**src/rtl/uart_rx.sv**
```systemverilog
// -----------------------------------------------------------------------------
// uart_rx -- oversampling UART receiver
//
// Recovers frames of: start bit (0), DATA_WIDTH data bits LSB-first, an
// optional parity bit, and one stop bit (1). The line is oversampled at
// PRESCALE clocks per bit; each bit is decided by a 2-of-3 majority vote of
// samples taken around the bit centre.
//
// Parity convention: expected parity bit = XOR of PAR_TYP and the data bits,
// so PAR_TYP=0 selects even parity and PAR_TYP=1 selects odd parity.
//
// Ports:
//   CLK        in   clock, all logic on the rising edge
//   RST        in   synchronous active-high reset
//   RX_IN      in   serial line, asynchronous to CLK, idles high
//   PAR_EN     in   1 = frame carries a parity bit
//   PAR_TYP    in   0 = even parity, 1 = odd parity
//   P_DATA     out  last received word (updated on every completed frame)
//   DATA_VALID out  one-cycle strobe, good frame on P_DATA
//   PAR_ERR    out  one-cycle strobe, parity mismatch
//   STP_ERR    out  one-cycle strobe, stop bit sampled 0
//   Busy       out  high while a frame is being received (START..STOP)
//
// Parameters:
//   DATA_WIDTH  data bits per frame (>= 1)
//   PRESCALE    CLK cycles per bit; must be even and >= 6
// -----------------------------------------------------------------------------
module uart_rx #(
  parameter int DATA_WIDTH = 8,
  parameter int PRESCALE   = 8
) (
  input  logic                  CLK,
  input  logic                  RST,
  input  logic                  RX_IN,
  input  logic                  PAR_EN,
  input  logic                  PAR_TYP,
  output logic [DATA_WIDTH-1:0] P_DATA,
  output logic                  DATA_VALID,
  output logic                  PAR_ERR,
  output logic                  STP_ERR,
  output logic                  Busy
);

  // ---------------------------------------------------------------------------
  // Widths and edge-count landmarks
  // ---------------------------------------------------------------------------
  localparam int ECW = $clog2(PRESCALE);
  localparam int BCW = (DATA_WIDTH > 1) ? $clog2(DATA_WIDTH) : 1;

  // Three samples straddle the bit centre; the third one is not stored, it is
  // voted directly from the synchronised line in the resolve cycle.
  localparam logic [ECW-1:0] EDGE_S0   = ECW'(PRESCALE / 2 - 1);
  localparam logic [ECW-1:0] EDGE_S1   = ECW'(PRESCALE / 2);
  localparam logic [ECW-1:0] EDGE_RES  = ECW'(PRESCALE / 2 + 1);
  localparam logic [ECW-1:0] EDGE_LAST = ECW'(PRESCALE - 1);
  localparam logic [ECW-1:0] EDGE_ONE  = ECW'(1);
  localparam logic [BCW-1:0] BIT_LAST  = BCW'(DATA_WIDTH - 1);

  // ---------------------------------------------------------------------------
  // FSM encoding
  // ---------------------------------------------------------------------------
  localparam logic [2:0] IDLE   = 3'd0;
  localparam logic [2:0] START  = 3'd1;
  localparam logic [2:0] DATA   = 3'd2;
  localparam logic [2:0] PARITY = 3'd3;
  localparam logic [2:0] STOP   = 3'd4;

  logic [2:0]            state_q, state_d;
  logic [ECW-1:0]        edge_cnt_q, edge_cnt_d;
  logic [BCW-1:0]        bit_cnt_q, bit_cnt_d;
  logic [DATA_WIDTH-1:0] shift_q, shift_d;
  logic                  par_bad_q, par_bad_d;

  logic [1:0]            sync_q;
  logic                  rx_s;
  logic [1:0]            samp_q;
  logic                  maj;
  logic                  resolve;
  logic                  frame_done;
  logic [DATA_WIDTH-1:0] shift_in;

  logic [DATA_WIDTH-1:0] p_data_q;
  logic                  data_valid_q;
  logic                  par_err_q;
  logic                  stp_err_q;

  // ---------------------------------------------------------------------------
  // Two-flop synchronizer. Resets to the idle (high) line level so that a
  // reset never looks like a start bit.
  // ---------------------------------------------------------------------------
  always_ff @(posedge CLK) begin
    if (RST) begin
      sync_q <= 2'b11;
    end else begin
      sync_q <= {sync_q[0], RX_IN};
    end
  end

  assign rx_s = sync_q[1];

  // ---------------------------------------------------------------------------
  // Centre samples. edge_cnt is held at 0 in IDLE and EDGE_S0 >= 2, so these
  // only ever capture inside a frame.
  // ---------------------------------------------------------------------------
  always_ff @(posedge CLK) begin
    if (RST) begin
      samp_q <= 2'b11;
    end else begin
      if (edge_cnt_q == EDGE_S0) begin
        samp_q[0] <= rx_s;
      end
      if (edge_cnt_q == EDGE_S1) begin
        samp_q[1] <= rx_s;
      end
    end
  end

  // 2-of-3 majority; only meaningful in the resolve cycle.
  assign maj     = (samp_q[0] & samp_q[1]) | (samp_q[0] & rx_s) | (samp_q[1] & rx_s);
  assign resolve = (edge_cnt_q == EDGE_RES);

  // Data arrives LSB first and is shifted in from the MSB side, so after
  // DATA_WIDTH shifts the first received bit sits at bit 0.
  if (DATA_WIDTH == 1) begin : g_shift_one
    assign shift_in = maj;
  end else begin : g_shift_many
    assign shift_in = {maj, shift_q[DATA_WIDTH-1:1]};
  end

  // ---------------------------------------------------------------------------
  // Next-state logic
  // ---------------------------------------------------------------------------
  always_comb begin
    state_d    = state_q;
    edge_cnt_d = edge_cnt_q;
    bit_cnt_d  = bit_cnt_q;
    shift_d    = shift_q;
    par_bad_d  = par_bad_q;
    frame_done = 1'b0;

    // Free-running bit timer while inside a frame.
    if (state_q != IDLE) begin
      edge_cnt_d = (edge_cnt_q == EDGE_LAST) ? '0 : edge_cnt_q + 1'b1;
    end

    case (state_q)
      IDLE: begin
        edge_cnt_d = '0;
        bit_cnt_d  = '0;
        if (!rx_s) begin
          // The detect cycle itself is edge 0 of the start bit.
          state_d    = START;
          edge_cnt_d = EDGE_ONE;
          par_bad_d  = 1'b0;
        end
      end

      START: begin
        if (resolve && maj) begin
          // Line was low too briefly to be a real start bit.
          state_d    = IDLE;
          edge_cnt_d = '0;
        end else if (edge_cnt_q == EDGE_LAST) begin
          state_d   = DATA;
          bit_cnt_d = '0;
        end
      end

      DATA: begin
        if (resolve) begin
          shift_d = shift_in;
        end
        if (edge_cnt_q == EDGE_LAST) begin
          if (bit_cnt_q == BIT_LAST) begin
            state_d = PAR_EN ? PARITY : STOP;
          end else begin
            bit_cnt_d = bit_cnt_q + 1'b1;
          end
        end
      end

      PARITY: begin
        if (resolve) begin
          par_bad_d = (maj != (^{PAR_TYP, shift_q}));
        end
        if (edge_cnt_q == EDGE_LAST) begin
          state_d = STOP;
        end
      end

      STOP: begin
        // Leave at the bit centre rather than the bit end so a start bit that
        // immediately follows the stop bit is still caught on its first edge.
        if (resolve) begin
          state_d    = IDLE;
          edge_cnt_d = '0;
          frame_done = 1'b1;
        end
      end

      default: begin
        state_d    = IDLE;
        edge_cnt_d = '0;
        bit_cnt_d  = '0;
      end
    endcase
  end

  // ---------------------------------------------------------------------------
  // State registers
  // ---------------------------------------------------------------------------
  always_ff @(posedge CLK) begin
    if (RST) begin
      state_q    <= IDLE;
      edge_cnt_q <= '0;
      bit_cnt_q  <= '0;
      shift_q    <= '0;
      par_bad_q  <= 1'b0;
    end else begin
      state_q    <= state_d;
      edge_cnt_q <= edge_cnt_d;
      bit_cnt_q  <= bit_cnt_d;
      shift_q    <= shift_d;
      par_bad_q  <= par_bad_d;
    end
  end

  // ---------------------------------------------------------------------------
  // Output strobes: registered in the STOP resolve cycle, so they appear on
  // the first IDLE cycle and last exactly one clock. P_DATA is written on
  // errored frames too, so a controller can inspect what was received.
  // ---------------------------------------------------------------------------
  always_ff @(posedge CLK) begin
    if (RST) begin
      p_data_q     <= '0;
      data_valid_q <= 1'b0;
      par_err_q    <= 1'b0;
      stp_err_q    <= 1'b0;
    end else begin
      data_valid_q <= 1'b0;
      par_err_q    <= 1'b0;
      stp_err_q    <= 1'b0;
      if (frame_done) begin
        p_data_q     <= shift_q;
        stp_err_q    <= ~maj;
        par_err_q    <= PAR_EN & par_bad_q;
        data_valid_q <= maj & ~(PAR_EN & par_bad_q);
      end
    end
  end

  assign P_DATA     = p_data_q;
  assign DATA_VALID = data_valid_q;
  assign PAR_ERR    = par_err_q;
  assign STP_ERR    = stp_err_q;
  assign Busy       = (state_q != IDLE);

endmodule

```
**config.mk**
```make
export PLATFORM = sky130hd
export DESIGN_NAME = uart_rx
export DESIGN_NICKNAME = d
export VERILOG_FILES = /design/src/rtl/uart_rx.sv
export SDC_FILE = /design/constraint.sdc
export NUM_CORES = 1
export LEC_CHECK = 0
export ABC_CLOCK_PERIOD_IN_PS = 3500
export CAP_MARGIN = 20
export CELL_PAD_IN_SITES_DETAIL_PLACEMENT = 1
export CELL_PAD_IN_SITES_GLOBAL_PLACEMENT = 1
export CORE_ASPECT_RATIO = 2
export CORE_MARGIN = 2
export CORE_UTILIZATION = 45
export CTS_CLUSTER_DIAMETER = 80
export CTS_CLUSTER_SIZE = 28
export DETAILED_ROUTE_END_ITERATION = 8
export PLACE_DENSITY = 0.86
export SETUP_SLACK_MARGIN = 0.2
export SYNTH_ARGS = -nofsm -noshare
export SYNTH_HDL_FRONTEND = slang
export SYNTH_SLANG_ARGS = --single-unit
```
**constraint.sdc**
```tcl
create_clock -name CLK -period 3.5 [get_ports CLK]
set_clock_uncertainty 0.2 [all_clocks]
set_input_delay 0.525 -clock CLK [delete_from_list [all_inputs] [get_ports CLK]]
set_output_delay 0.525 -clock CLK [all_outputs]
set_load 0.1 [all_outputs]
```
[Word-level counts from Yosys, hierarchy flattened]
Index checks and enable logic that the tools add are counted.
Operators by class
  $add $sub $neg: 2
  multipliers: 0
  div/mod/pow operators: 0
  order comparisons: 0
  equality and inequality tests: 20
  shift operators: 0
  mux-type cells: 25
  bitwise logic cells: 11
  reduce and logical (&&, ||, !) cells: 12
Operator list (count)
  two-way mux 3 bit: 16
  inequality test 2 bit, second input constant: 9
  == test 3 bit, second input constant: 5
  one-hot mux 3 bit (5 select lines): 1
  one-hot mux 3 bit (4 select lines): 1
  == test 3 x 2 -> 1 bit, second input constant: 3
  one-hot mux 3 bit (3 select lines): 1
  parity 9 bit: 1
  adder 3 x 1 -> 3 bit, second input constant: 2
  AND reduction 6 bit: 1
  OR reduction 2 bit: 3
  AND 1 bit: 5
  two-way mux 1 bit: 5
  AND reduction 5 bit: 1
  NOT 1 bit: 4
  == test 3 x 1 -> 1 bit, second input constant: 1
  zero test 3 bit: 1
  inequality test 3 bit, second input constant: 1
  AND reduction 3 bit: 1
  nonzero test 3 bit: 1
  bitwise OR 1 bit: 2
  one-hot mux 1 bit (2 select lines): 1
  AND reduction 2 bit: 1
  nonzero test 2 bit: 1
  other kinds (2): 2
Storage, ports and cells
  register bits: 33
  bits in latches: 0
  RAM bits: 0
  memory bits (read-only): 0
  output and inout port bits: 12
  logic and storage cells: 82
  memories kept: 0

[Depth between registers and ports, before layout]
  depth after elaboration: 6
  gate-level depth with buffers: 8
  depth with buffers taken out: 6

[Worst setup path before layout]
No wires, ideal clock.
  path kind: register to output
  start: register state_q[0]
  end: output port Busy
  arrival time: 1.137 ns
  required time: 2.775 ns
  slack: 1.638 ns
  cell stages (with the launch flop): 3
  cell sequence: dfxtp_1 -> nor3_2 -> inv_1
On the way
  longest elaborated chain between the ends: 1
Ends and longest elaborated chain
  from (decl): line 68  | logic [2:0] state_q, state_d;
  from (signal assigned): line 220  | state_q <= state_d;
  nonzero test 3 bit: line 256  | assign Busy = (state_q != IDLE);
  to (decl): line 41  | output logic Busy
No other way between the ends.

[Worst setup path in the final report]
  start: register p_data_q[6] (netlist: P_DATA[6])
  end: output port P_DATA[6]
RTL lines
  from (decl): line 82  | logic [DATA_WIDTH-1:0] p_data_q;
  from (signal assigned): line 244  | p_data_q <= shift_q;
  to (decl): line 37  | output logic [DATA_WIDTH-1:0] P_DATA,
No word-level cell between the ends.

==> out/summary.log <==
qor: synthesis.synthesis.nets 190
qor: timing.timing.final.setup_violations 0
qor: grt.globalRoute.totalOverflow 0
qor: clock_tree.clock_sink_count 33
qor: clock_tree.cts-htree-levels 2
qor: routing.via_per_inst 5.86
qor: synthesis.ys_seq_elements 33
qor: routing.routed_wire_length_per_instance 17.0 µm
qor: power.sequentialPowerShare 54.8%
qor: outcome.outcome finished, final reports clean
qor: floorplan.die_h 87.5 µm
qor: setup_path.crit_path_top_delay_cell sky130_fd_sc_hd__clkdlybuf4s50_1
qor: setup_path.path_cells clkdlybuf4s50_1
qor: timing.worstMarginPinSlew 0.977 ns
qor: setup_path.worstPathMaxFanout 2
qor: synthesis.synthTopCellsByArea sky130_fd_sc_hd__dfxtp_1 (42%), sky130_fd_sc_hd__mux2i_1 (6.4%), sky130_fd_sc_hd__ha_1 (5.6%)
qor: synthesis.synth_area_leader_cell sky130_fd_sc_hd__dfxtp_1
qor: layout.core_occupancy_in_the_finished_layout 53.8%
qor: timing.max-slew-margin-rel 34.7%
qor: layout.fin_cells 225
qor: setup_path.critical_path_cell_count 1
qor: synthesis.yosysWarningCount 0
qor: setup_path.timing.critical_path.to_type primary output
qor: placed_design.gp_congestion 0.829
qor: placed_design.post-place-cells 217
qor: timing.grt_setup_unrepaired false
qor: setup_path.criticalPathCategory reg -> out
qor: grt.track_usage 21.6%
qor: timing.count_of_final_hold_check_violations 0
qor: power.cellInternalPower 0.527 mW
qor: power.p_sw 0.170 mW
qor: layout.drive_gt1_share 9.33%
qor: floorplan.std_cell_rows 30
qor: floorplan.die_w 45.8 µm
qor: synthesis.synth_area 1570 µm²
qor: placed_design.place.detailed.hpwl 2790 µm
qor: routing.drt-initial-drc-count 17
qor: clock_tree.cts-resized-gates 0
qor: clock_tree.post_cts_hold_buffer_count 0
qor: power.peak_supply_drop 312 µV
qor: synthesis.post_synthesis_instance_total 178
qor: routing.routed_wl 3820 µm
qor: setup_path.worst_path_arrival 1.77 ns
qor: clock_tree.clk_path_buf_depth 2
qor: timing.setup_total_negative_slack 0 ns
qor: routing.drt_pre_antenna_iters 4
qor: setup_path.worst-r2r-setup-slack 1.18 ns
qor: hold_path.timing.hold.worst_path_depth 1
qor: grt.vias_in_the_first_global_route 1422
qor: power.power_switching_share 24.3%
qor: setup_path.worst_r2r_start edge_cnt_q[0]
qor: power.power.static_leakage 0.734 nW
qor: layout.design.final.nets 204
qor: timing.whs 0.220 ns
qor: synthesis.synth.yosys.seq_area_share 42.1%
qor: grt.pin_count_of_the_biggest_net_entering_global_routing 19
qor: routing.drc 0
qor: routing.dr_total_vias 1318
qor: setup_path.r2r_cells 5
qor: routing.ant_nets 0
qor: grt.grt_first_pass_wirelength 6320 µm
qor: clock_tree.number_of_buffers_created_by_cts 5
qor: placed_design.portBuffers 16
qor: placed_design.placement.cell_area 1730 µm²
qor: power.comb_power_share 5.0%
qor: power.total_power 0.697 mW
qor: layout.antenna_cells 0
qor: floorplan.floorplan.core_area 3380 µm²
qor: power.share_clk_of_total_power 40.2%
qor: clock_tree.ctsRootBufferMaster sky130_fd_sc_hd__clkbuf_8
qor: setup_path.worst_setup_path_start P_DATA[6]
qor: clock_tree.cts.reportedPaths.clkPinSlew 0.07 ns
qor: clock_tree.postCtsSetupBuffers 0
qor: power.powerDensity 383 nW/µm²
qor: hold_path.type_of_the_tightest_min_delay_check reg -> reg
qor: synthesis.syn-mean-instance-area 8.81 µm²
qor: setup_path.worst_ep_required_time 2.77 ns
qor: timing.final_max_slew_viol_count 0
qor: timing.period_minus_slack 2.50 ns
qor: floorplan.die-area 4000 µm²
qor: synthesis.yosys.area.top_type_share 42.1%
qor: clock_tree.clk-insertion-delay-late 0.29 ns
qor: setup_path.endpoint P_DATA[6]
qor: floorplan.initial_utilization 46.4%
qor: layout.postLayoutCellArea 1820 µm²
qor: job.number_of_maximum_capacitance_constraint_violations 0
qor: timing.max_freq 400 MHz
qor: setup_path.worst_setup_path_start_kind flip-flop
qor: floorplan.pin_count 17
qor: setup_path.worst_path_max_stage_delay 1.14 ns
qor: setup_path.critical_path.n_buffers_inverters 1
qor: setup_path.timing.rr.end P_DATA[5]
qor: placed_design.detailedPlace.worstSlack 1.20 ns
qor: clock_tree.clock_tree_from_tritoncts done
qor: grt.antenna_violations_before_repair 0
qor: synthesis.post_synth_num_cell_types 36
qor: setup_path.timing.critical_path.max_delay_family buffers and inverters
qor: timing.fin_crit_sh 71.4%
qor: layout.syn2layout_area_growth 15.9%
qor: timing.setup_slack 1.00 ns
==> layout make-up <==
cell class	count	area [µm²]
flip-flops and latches	33	661
repair buffers	18	173
well taps	32	40.0
inverters	7	26.3
clock inverters	3	17.5
fillers	413	1560
clock buffers	5	68.8
multi-input cells	127	832
==> synth_stat cells <==
library cell / n
sky130_fd_sc_hd__ha_1: 7
sky130_fd_sc_hd__o21ai_0: 3
sky130_fd_sc_hd__inv_1: 7
sky130_fd_sc_hd__xnor3_1: 1
sky130_fd_sc_hd__dfxtp_1: 33
sky130_fd_sc_hd__o2bb2ai_1: 1
sky130_fd_sc_hd__buf_4: 1
sky130_fd_sc_hd__xnor2_2: 1
sky130_fd_sc_hd__nand2b_1: 3
sky130_fd_sc_hd__o2111ai_1: 1
sky130_fd_sc_hd__xor2_1: 1
sky130_fd_sc_hd__o21ai_1: 1
sky130_fd_sc_hd__nand4_1: 1
sky130_fd_sc_hd__a41o_1: 1
sky130_fd_sc_hd__or3_1: 1
sky130_fd_sc_hd__nor3_1: 7
sky130_fd_sc_hd__maj3_2: 1
sky130_fd_sc_hd__and2_1: 1
sky130_fd_sc_hd__a31o_2: 1
sky130_fd_sc_hd__o211ai_1: 3
sky130_fd_sc_hd__nand3_1: 14
sky130_fd_sc_hd__nor2b_1: 5
sky130_fd_sc_hd__xnor2_1: 5
sky130_fd_sc_hd__nor2_1: 12
sky130_fd_sc_hd__a21boi_0: 1
sky130_fd_sc_hd__a31oi_1: 2
sky130_fd_sc_hd__clkbuf_1: 6
sky130_fd_sc_hd__mux2i_1: 10
sky130_fd_sc_hd__or2_2: 2
sky130_fd_sc_hd__nand2_1: 19
sky130_fd_sc_hd__buf_2: 4
sky130_fd_sc_hd__nor3b_1: 3
sky130_fd_sc_hd__nor3_2: 1
sky130_fd_sc_hd__a21oi_1: 15
sky130_fd_sc_hd__o31ai_2: 1
sky130_fd_sc_hd__a32o_1: 2
==> flip-flops by register name (all words and copies together), names as in the netlist <==
signal      cells
PAR_ERR         1
shift_q         8
par_bad_q       1
samp_q          2
bit_cnt_q       3
STP_ERR         1
sync_q          2
edge_cnt_q      3
DATA_VALID      1
P_DATA          8
state_q         3
==> routing by layer <==
metal	GRT usage, %	up-vias	wire, µm
met4	10.6	0	124
met2	40.8	21	2240
met5	0	-	0
met3	3.11	11	66
li1	-	641	-
met1	21.1	645	1390
==> power groups by stage <==
| stage | Clock [mW] | Sequential (mW) | Combinational [mW] |
|---|---|---|---|
| final | 0.280 | 0.382 | 0.0348 |
| after global routing | 0.308 | 0.382 | 0.0379 |
| after CTS | 0.290 | 0.382 | 0.0352 |
| after detailed placement | 0 | 0.390 | 0.0346 |
| after global placement | 0 | 0.390 | 0.0330 |
| after floorplan | 0 | 0.388 | 0.0241 |
==> logic make-up (layout without fill, tap and decap cells) <==
logic type               Yosys count  after routing  synth area share, %
AND/OR/NAND/NOR                   69             69                 21.4
XOR/XNOR                           8              8                 5.82
flip-flops                        33             33                 42.1
buffers and inverters             18             33                 4.86
AO/OA/AOI/OAI                     32             32                 13.2
multiplexers                      10             10                 6.38
adder cells (fa/ha/maj)            8              8                 6.30
==> worst min-delay path by stage <==
stage	startpoint	endpoint
CTS	sync_q[0]	sync_q[1]
finish	sync_q[0]	sync_q[1]
floorplan	sync_q[0]	sync_q[1]
global route	sync_q[0]	sync_q[1]
detailed placement	sync_q[0]	sync_q[1]
global placement	sync_q[0]	sync_q[1]
==> layout by cell type, fill, tap and decap left out <==
cell	instances
sky130_fd_sc_hd__dfxtp_1	33
sky130_fd_sc_hd__nand2_1	19
sky130_fd_sc_hd__a21oi_1	15
sky130_fd_sc_hd__clkdlybuf4s50_1	15
sky130_fd_sc_hd__nand3_1	14
sky130_fd_sc_hd__nor2_1	12
sky130_fd_sc_hd__mux2i_1	10
sky130_fd_sc_hd__inv_1	7
sky130_fd_sc_hd__nor3_1	7
sky130_fd_sc_hd__ha_1	7
sky130_fd_sc_hd__nor2b_1	5
sky130_fd_sc_hd__xnor2_1	5
sky130_fd_sc_hd__clkbuf_8	5
sky130_fd_sc_hd__o211ai_1	3
sky130_fd_sc_hd__o21ai_0	3
sky130_fd_sc_hd__nand2b_1	3
sky130_fd_sc_hd__nor3b_1	3
sky130_fd_sc_hd__buf_4	3
sky130_fd_sc_hd__or2_2	2
sky130_fd_sc_hd__a32o_1	2
sky130_fd_sc_hd__a31oi_1	2
sky130_fd_sc_hd__clkinv_2	2
sky130_fd_sc_hd__nor3_2	1
sky130_fd_sc_hd__and2_1	1
sky130_fd_sc_hd__o2111ai_1	1
sky130_fd_sc_hd__maj3_2	1
sky130_fd_sc_hd__a21boi_0	1
sky130_fd_sc_hd__a31o_2	1
sky130_fd_sc_hd__o21ai_1	1
sky130_fd_sc_hd__xor2_1	1
sky130_fd_sc_hd__xnor2_2	1
sky130_fd_sc_hd__xnor3_1	1
sky130_fd_sc_hd__o31ai_2	1
sky130_fd_sc_hd__a41o_1	1
sky130_fd_sc_hd__nand4_1	1
sky130_fd_sc_hd__or3_1	1
sky130_fd_sc_hd__o2bb2ai_1	1
sky130_fd_sc_hd__clkinvlp_4	1
(Power assumes the default switching activity.)
